==> config.mk <==
export PLATFORM = sky130hd
export DESIGN_NAME = instruction_fetch_unit
export DESIGN_NICKNAME = d
export VERILOG_FILES = /design/src/rtl/instruction_fetch_unit.sv
export SDC_FILE = /design/constraint.sdc
export NUM_CORES = 1
export LEC_CHECK = 0
export CORE_UTILIZATION = 50
export DETAILED_ROUTE_END_ITERATION = 16
export PLACE_DENSITY = 0.75
export SYNTH_ARGS = -nofsm -noshare
export SYNTH_HDL_FRONTEND = slang
export SYNTH_SLANG_ARGS = --single-unit
==> constraint.sdc <==
create_clock -name clk -period 4.1 [get_ports clk]
set_clock_uncertainty 0.05 [all_clocks]
set_input_delay 1.23 -clock clk [delete_from_list [all_inputs] [get_ports clk]]
set_output_delay 1.23 -clock clk [all_outputs]
set_load 0.01 [all_outputs]
==> src/rtl/instruction_fetch_unit.sv <==
// Fetch stage: owns the PC, issues word reads to instruction memory over a
// req/ack handshake, buffers returned words in a prefetch queue and presents
// the head to the decoder over valid/ready. Redirects flush the queue and
// abandon any in-flight fetch.
//
// Ports:
//   clk, rst_n                      clock, async active-low reset
//   imem_req/imem_addr              read request and word address
//   imem_ack/imem_rdata             accept strobe and returned word
//   redirect/redirect_pc            PC load from the PC-select logic
//   inst_valid/inst_ready           decoder handshake on queue head
//   inst_data/inst_pc/inst_pc_plus4 head instruction, its PC, and PC + 4
module instruction_fetch_unit #(
    parameter logic [31:0] RESET_PC = 32'h0000_0000,
    parameter int unsigned DEPTH    = 2
) (
    input  logic        clk,
    input  logic        rst_n,
    output logic        imem_req,
    output logic [31:0] imem_addr,
    input  logic        imem_ack,
    input  logic [31:0] imem_rdata,
    input  logic        redirect,
    input  logic [31:0] redirect_pc,
    output logic        inst_valid,
    input  logic        inst_ready,
    output logic [31:0] inst_data,
    output logic [31:0] inst_pc,
    output logic [31:0] inst_pc_plus4
);

    localparam int unsigned PTR_W = (DEPTH > 1) ? $clog2(DEPTH) : 1;
    localparam int unsigned CNT_W = $clog2(DEPTH) + 1;
    localparam logic [31:0] RST_PC_W = {RESET_PC[31:2], 2'b00};

    typedef enum logic [1:0] {IDLE, REQ, DROP} state_e;

    state_e             state_q, state_d;
    logic [31:0]        fetch_pc_q, fetch_pc_d;
    logic [31:0]        addr_q, addr_d;
    logic [PTR_W-1:0]   rd_ptr_q, rd_ptr_d;
    logic [PTR_W-1:0]   wr_ptr_q, wr_ptr_d;
    logic [CNT_W-1:0]   count_q, count_d;
    logic               valid_q, valid_d;
    logic [31:0]        data_q, data_d;
    logic [31:0]        pc_q, pc_d;
    logic [31:0]        pc_plus4_q, pc_plus4_d;

    logic [31:0]        pc_mem_q   [DEPTH];
    logic [31:0]        data_mem_q [DEPTH];

    logic               push;
    logic               pop;
    logic [CNT_W-1:0]   cnt_after;
    logic               unused_rpc_lsb;

    assign unused_rpc_lsb = ^redirect_pc[1:0];

    // Next state, queue bookkeeping and registered head outputs
    always_comb begin
        state_d    = state_q;
        fetch_pc_d = fetch_pc_q;
        rd_ptr_d   = rd_ptr_q;
        wr_ptr_d   = wr_ptr_q;
        count_d    = count_q;
        valid_d    = valid_q;
        data_d     = data_q;
        pc_d       = pc_q;
        pc_plus4_d = pc_plus4_q;
        push       = 1'b0;
        pop        = (count_q != '0) && inst_ready && !redirect;
        cnt_after  = count_q + CNT_W'(1) - CNT_W'(pop);

        case (state_q)
            IDLE: begin
                if (!redirect && (count_q < CNT_W'(DEPTH))) begin
                    state_d = REQ;
                end
            end
            REQ: begin
                if (imem_ack) begin
                    if (redirect) begin
                        state_d = IDLE;
                    end else begin
                        push       = 1'b1;
                        fetch_pc_d = fetch_pc_q + 32'd4;
                        state_d    = (cnt_after < CNT_W'(DEPTH)) ? REQ : IDLE;
                    end
                end else if (redirect) begin
                    state_d = DROP;
                end
            end
            DROP: begin
                if (imem_ack) begin
                    state_d = IDLE;
                end
            end
            default: state_d = IDLE;
        endcase

        if (redirect) begin
            fetch_pc_d = {redirect_pc[31:2], 2'b00};
            count_d    = '0;
            rd_ptr_d   = '0;
            wr_ptr_d   = '0;
        end else begin
            count_d  = count_q + CNT_W'(push) - CNT_W'(pop);
            rd_ptr_d = rd_ptr_q + PTR_W'(pop);
            wr_ptr_d = wr_ptr_q + PTR_W'(push);
        end

        // Abandoned request keeps its address on the bus until acked
        addr_d  = (state_d == DROP) ? addr_q : fetch_pc_d;
        valid_d = (count_d != '0);

        // Head outputs hold their last value while the queue is empty
        if (count_d != '0) begin
            if (push && (count_q == CNT_W'(pop))) begin
                pc_d   = fetch_pc_q;
                data_d = imem_rdata;
            end else begin
                pc_d   = pc_mem_q[rd_ptr_d];
                data_d = data_mem_q[rd_ptr_d];
            end
            pc_plus4_d = pc_d + 32'd4;
        end
    end

    // Control and output registers
    always_ff @(posedge clk or negedge rst_n) begin
        if (!rst_n) begin
            state_q    <= IDLE;
            fetch_pc_q <= RST_PC_W;
            addr_q     <= RST_PC_W;
            rd_ptr_q   <= '0;
            wr_ptr_q   <= '0;
            count_q    <= '0;
            valid_q    <= 1'b0;
            data_q     <= '0;
            pc_q       <= '0;
            pc_plus4_q <= 32'd4;
        end else begin
            state_q    <= state_d;
            fetch_pc_q <= fetch_pc_d;
            addr_q     <= addr_d;
            rd_ptr_q   <= rd_ptr_d;
            wr_ptr_q   <= wr_ptr_d;
            count_q    <= count_d;
            valid_q    <= valid_d;
            data_q     <= data_d;
            pc_q       <= pc_d;
            pc_plus4_q <= pc_plus4_d;
        end
    end

    // Queue storage; contents are only read once written
    always_ff @(posedge clk) begin
        if (push) begin
            pc_mem_q[wr_ptr_q]   <= fetch_pc_q;
            data_mem_q[wr_ptr_q] <= imem_rdata;
        end
    end

    assign imem_req      = (state_q == REQ) || (state_q == DROP);
    assign imem_addr     = addr_q;
    assign inst_valid    = valid_q;
    assign inst_data     = data_q;
    assign inst_pc       = pc_q;
    assign inst_pc_plus4 = pc_plus4_q;

endmodule
==> flow_summary.yaml, run 1 <==
yosys:
  syn_area_per_cell_um2: 11.18
  synth_cells: 1138
  yosys.area.top_type: "dfrtp_1"
  netlist_top_cells_area: "dfrtp_1 32%, edfxtp_1 30%, nand2_1 6.9%, o21ai_0 5.2%, mux2_2 3.1%"
  netlist_area_um2: 12720
  synth_edf_count: 128
  yosysTopAreaCellShare: 0.3225
  ys_warn_count: 0
  yosysMostFrequentCell: "nand2_1"
  synth_ff_type: "dfrtp_1"
  ys_ff_latch: 293
  synthesis.nets: 1218
  synth.distinct_cells: 59
  seq_area_frac_synth: 0.6266
  synthTopCellsByCount: "233 x nand2_1, 164 x dfrtp_1, 131 x o21ai_0"
  postSynth.asyncResetShare: 0.5631
cts:
  cts.clk_slew.worst_paths_ns: 0.06
  htreeDepth: 1
  cts_sinks: 293
  cts_buffers: 29
  clock_latency_ns: 0.54
  cts_resized: 0
  post-cts-setup-buffers: 0
  cts_tree: "built"
  hold_buffers: 0
  clockBufferDepth: 3
  root_buffer: "clkbuf_16"
finish:
  num_antenna_cells: 0
  nets: 1470
  num-fill-cells: 1890
  area_growth_pct: 30.74
  layout-drive-gt1-share: 0.1444
global_routing:
  grt_overflow: 0
  track_usage: 0.2405
  grt_pass1_vias: 9742
  grt_max_degree: 96
  grt_pass1_wl_um: 49820
  antenna_found_initial: 0
timing:
  max_slew_margin: 0.5837
  hold_violations: 0
  grt_setup_unrepaired: "no"
  period_minus_slack_ns: 3.910
  setup_viol: 0
  tightest_slew_ns: 0.6245
  period_share: 0.9536
  max_freq_ghz: 0.2558
  slew_violations: 0
  setup_tns_ns: 0
routing:
  viasPerCell: 5.499
  drc_errors: 0
  wl_per_cell_um: 17.57
  ant_nets: 0
  firstDrtPassIters: 6
  wl_um: 30620
  drtIter0Drc: 873
  dr_total_vias: 9584
setup_path:
  cp_max_fo: 28
  cp-startpoint: "inst_ready"
  worst_setup_path_start_kind: "primary input"
  r2r_end: "inst_pc_plus4[24]"
  cp.required_ns: 4.51
  crit_chain: "clkdlybuf4s50_1 -> o21a_2 -> nand2b_4 -> ha_4 -> and3_4 -> buf_4 -> a21oi_1 -> a22oi_1 -> nand4_4 -> or2_1 -> or4_1 -> a31oi_1"
  rr_worst_depth: 12
  critical_path_arrival_ns: 4.32
  endpoint_kind: "flop"
  cp_num_cells: 12
  critPathMaxStageDelay_ns: 0.47
  worst-path-buf-inv: 2
  cp_slowest_cell: "clkdlybuf4s50_1"
  critical-path-top-delay-family: "simple AND/OR/NAND/NOR gates"
  cp-endpoint: "inst_pc_plus4[29]"
  r2r_start: "count_q[1]"
  crit_type: "primary input to flop"
  r2r_slack_ns: 0.78
worst_hold_path:
  hold_path.class: "flop to flop"
  holdPathStages: 1
placed_design:
  place_congestion: 0.8618
  dp_hpwl_um: 21010
  numPortBuffers: 196
floorplan:
  rows: 58
  initial_core_util: 0.5082
  ioPinCount: 199
  die_area_um2: 26090
  die_w_um: 161.5
  core_area_um2: 25040
  die_h_um: 161.5
pwr:
  p_sw_frac: 0.3254
  finalPower_mw: 10.80
  clockPowerShare: 0.256
  vdd_drop_max_uv: 333.7
  p_leak_nw: 6.844
  powerDensity_nw_per_um2: 648.9
  comb_power_share: 0.361
  seq_power_share: 0.383
  power.internal_mw: 7.283
  p_sw_mw: 3.513
run:
  max_cap_violations: 0
status:
  status: "finished, final reports clean"
worst reg2reg max path: cells and delay by family, from the launching register on:
family	cells	cell delay [ns]
AOI/OAI and AO/OA	3	0.66
DFF	1	0.46
and+or+nand+nor	3	0.87
muxes	2	0.56
buffers and inverters	4	0.66
through the flow:
step | cells | cell area [um2] | setup WS, ns | hold slack, ns | utilization
3_3_place_gp | 1689 | 15630 | -0.3235 | 0.4028 | 0.6241
4_1_cts | 1743 | 16640 | 0.2027 | 0.4296 | 0.6645
6_report | 1743 | 16640 | 0.1903 | 0.4246 | 0.6645
5_1_grt | 1743 | 16640 | 0.03928 | 0.4408 | 0.6645
2_1_floorplan | 1138 | 12800 | -0.1772 | 0.4009 | -
3_5_place_dp | 1689 | 15630 | -0.3437 | 0.4090 | 0.6241
final cells by class:
| cell class | instances | area (um2) | area share |
|---|---|---|---|
| timing repair buffer | 285 | 2714 | 0.1631 |
| clock inverter | 11 | 117.6 | 0.007070 |
| multi-input combinational | 760 | 4444 | 0.2671 |
| sequential | 293 | 7974 | 0.4793 |
| inverter | 21 | 81.33 | 0.004889 |
| tap | 330 | 412.9 | 0.02482 |
| clock buffer | 43 | 892.1 | 0.05363 |
worst min path at each step:
| stage | start | endpoint | slack [ns] |
|---|---|---|---|
| floorplan | fetch_pc_q[0] | pc_mem_q[0][0] | 0.40 |
| global placement | inst_pc[25] | inst_pc[25] | 0.40 |
| detailed placement | inst_pc[29] | inst_pc[29] | 0.41 |
| CTS | inst_pc[31] | inst_pc[31] | 0.43 |
| global route | inst_pc[17] | inst_pc[17] | 0.44 |
| finish | inst_pc[31] | inst_pc[31] | 0.42 |
registers in the layout, summed over array words and instances, names as in the netlist:
register / flops
data_mem_q: 64
inst_pc_plus4: 30
inst_valid: 1
pc_mem_q: 64
fetch_pc_q: 32
inst_pc: 32
inst_data: 32
imem_addr: 32
count_q: 2
state_q: 2
wr_ptr_q: 1
rd_ptr_q: 1
layout by cell type (no fill, tap or decap), types with 3 or more instances in the layout:
master / Yosys / final
a22oi_1: 5 / 5
nand3_1: 64 / 64
clkbuf_8: 0 / 5
edfxtp_1: 128 / 128
nor2b_1: 5 / 5
and4_1: 5 / 5
dfrtp_1: 164 / 164
a31oi_1: 8 / 8
a21o_1: 13 / 13
nor2_1: 44 / 43
o21ai_0: 131 / 130
nand4_1: 13 / 13
ha_1: 11 / 7
or3_1: 5 / 5
a21oi_2: 0 / 3
xnor2_1: 30 / 30
buf_4: 3 / 82
ha_2: 0 / 3
mux2_2: 35 / 35
and2_1: 9 / 9
mux2i_4: 3 / 3
clkdlybuf4s50_1: 0 / 194
mux2i_1: 14 / 14
a21oi_1: 51 / 48
xor2_1: 16 / 16
o31ai_1: 3 / 3
clkbuf_16: 0 / 32
or4_1: 4 / 4
clkbuf_1: 44 / 6
nor3_1: 11 / 11
nor4_1: 4 / 4
buf_12: 0 / 7
nand2b_1: 8 / 7
inv_1: 20 / 20
clkinv_2: 0 / 5
nand2_1: 233 / 232
and3_1: 7 / 6
cell families (layout without fill, tap and decap cells):
| logic type | Yosys count | count (layout) | synth area share |
|---|---|---|---|
| muxes | 53 | 53 | 0.04838 |
| and+or+nand+nor | 425 | 425 | 0.1552 |
| adders and majority gates | 11 | 11 | 0.01082 |
| AOI/OAI and AO/OA | 225 | 225 | 0.09862 |
| DFF | 293 | 293 | 0.6266 |
| buffers and inverters | 85 | 360 | 0.02871 |
| xor gates and xnor gates | 46 | 46 | 0.03166 |
per-layer routing:
metal  routed length (um)  vias to the layer above  global-route usage
li1                     -                     4519                   -
met1                13410                     4622              0.3326
met2                14420                      392              0.3887
met3                 1989                       51             0.03570
met4                  796                        0             0.08491
met5                    0                        -                   0
power groups by stage:
stage	logic, mW	registers [mW]	clock network (mW)
floorplan	1.71	4.35	0
global placement	3.79	4.16	0
detailed placement	3.88	4.19	0
CTS	3.92	4.15	2.81
global route	4.26	4.22	2.92
finish	3.90	4.14	2.76
(Power assumes the default switching activity.)
==> run 2, diff against run 1 <==
ABC_CLOCK_PERIOD_IN_PS = 4100   (was default)
==> results of run 2 <==
Same layout as run 1: the final DEF is identical, and so are final timing and power.
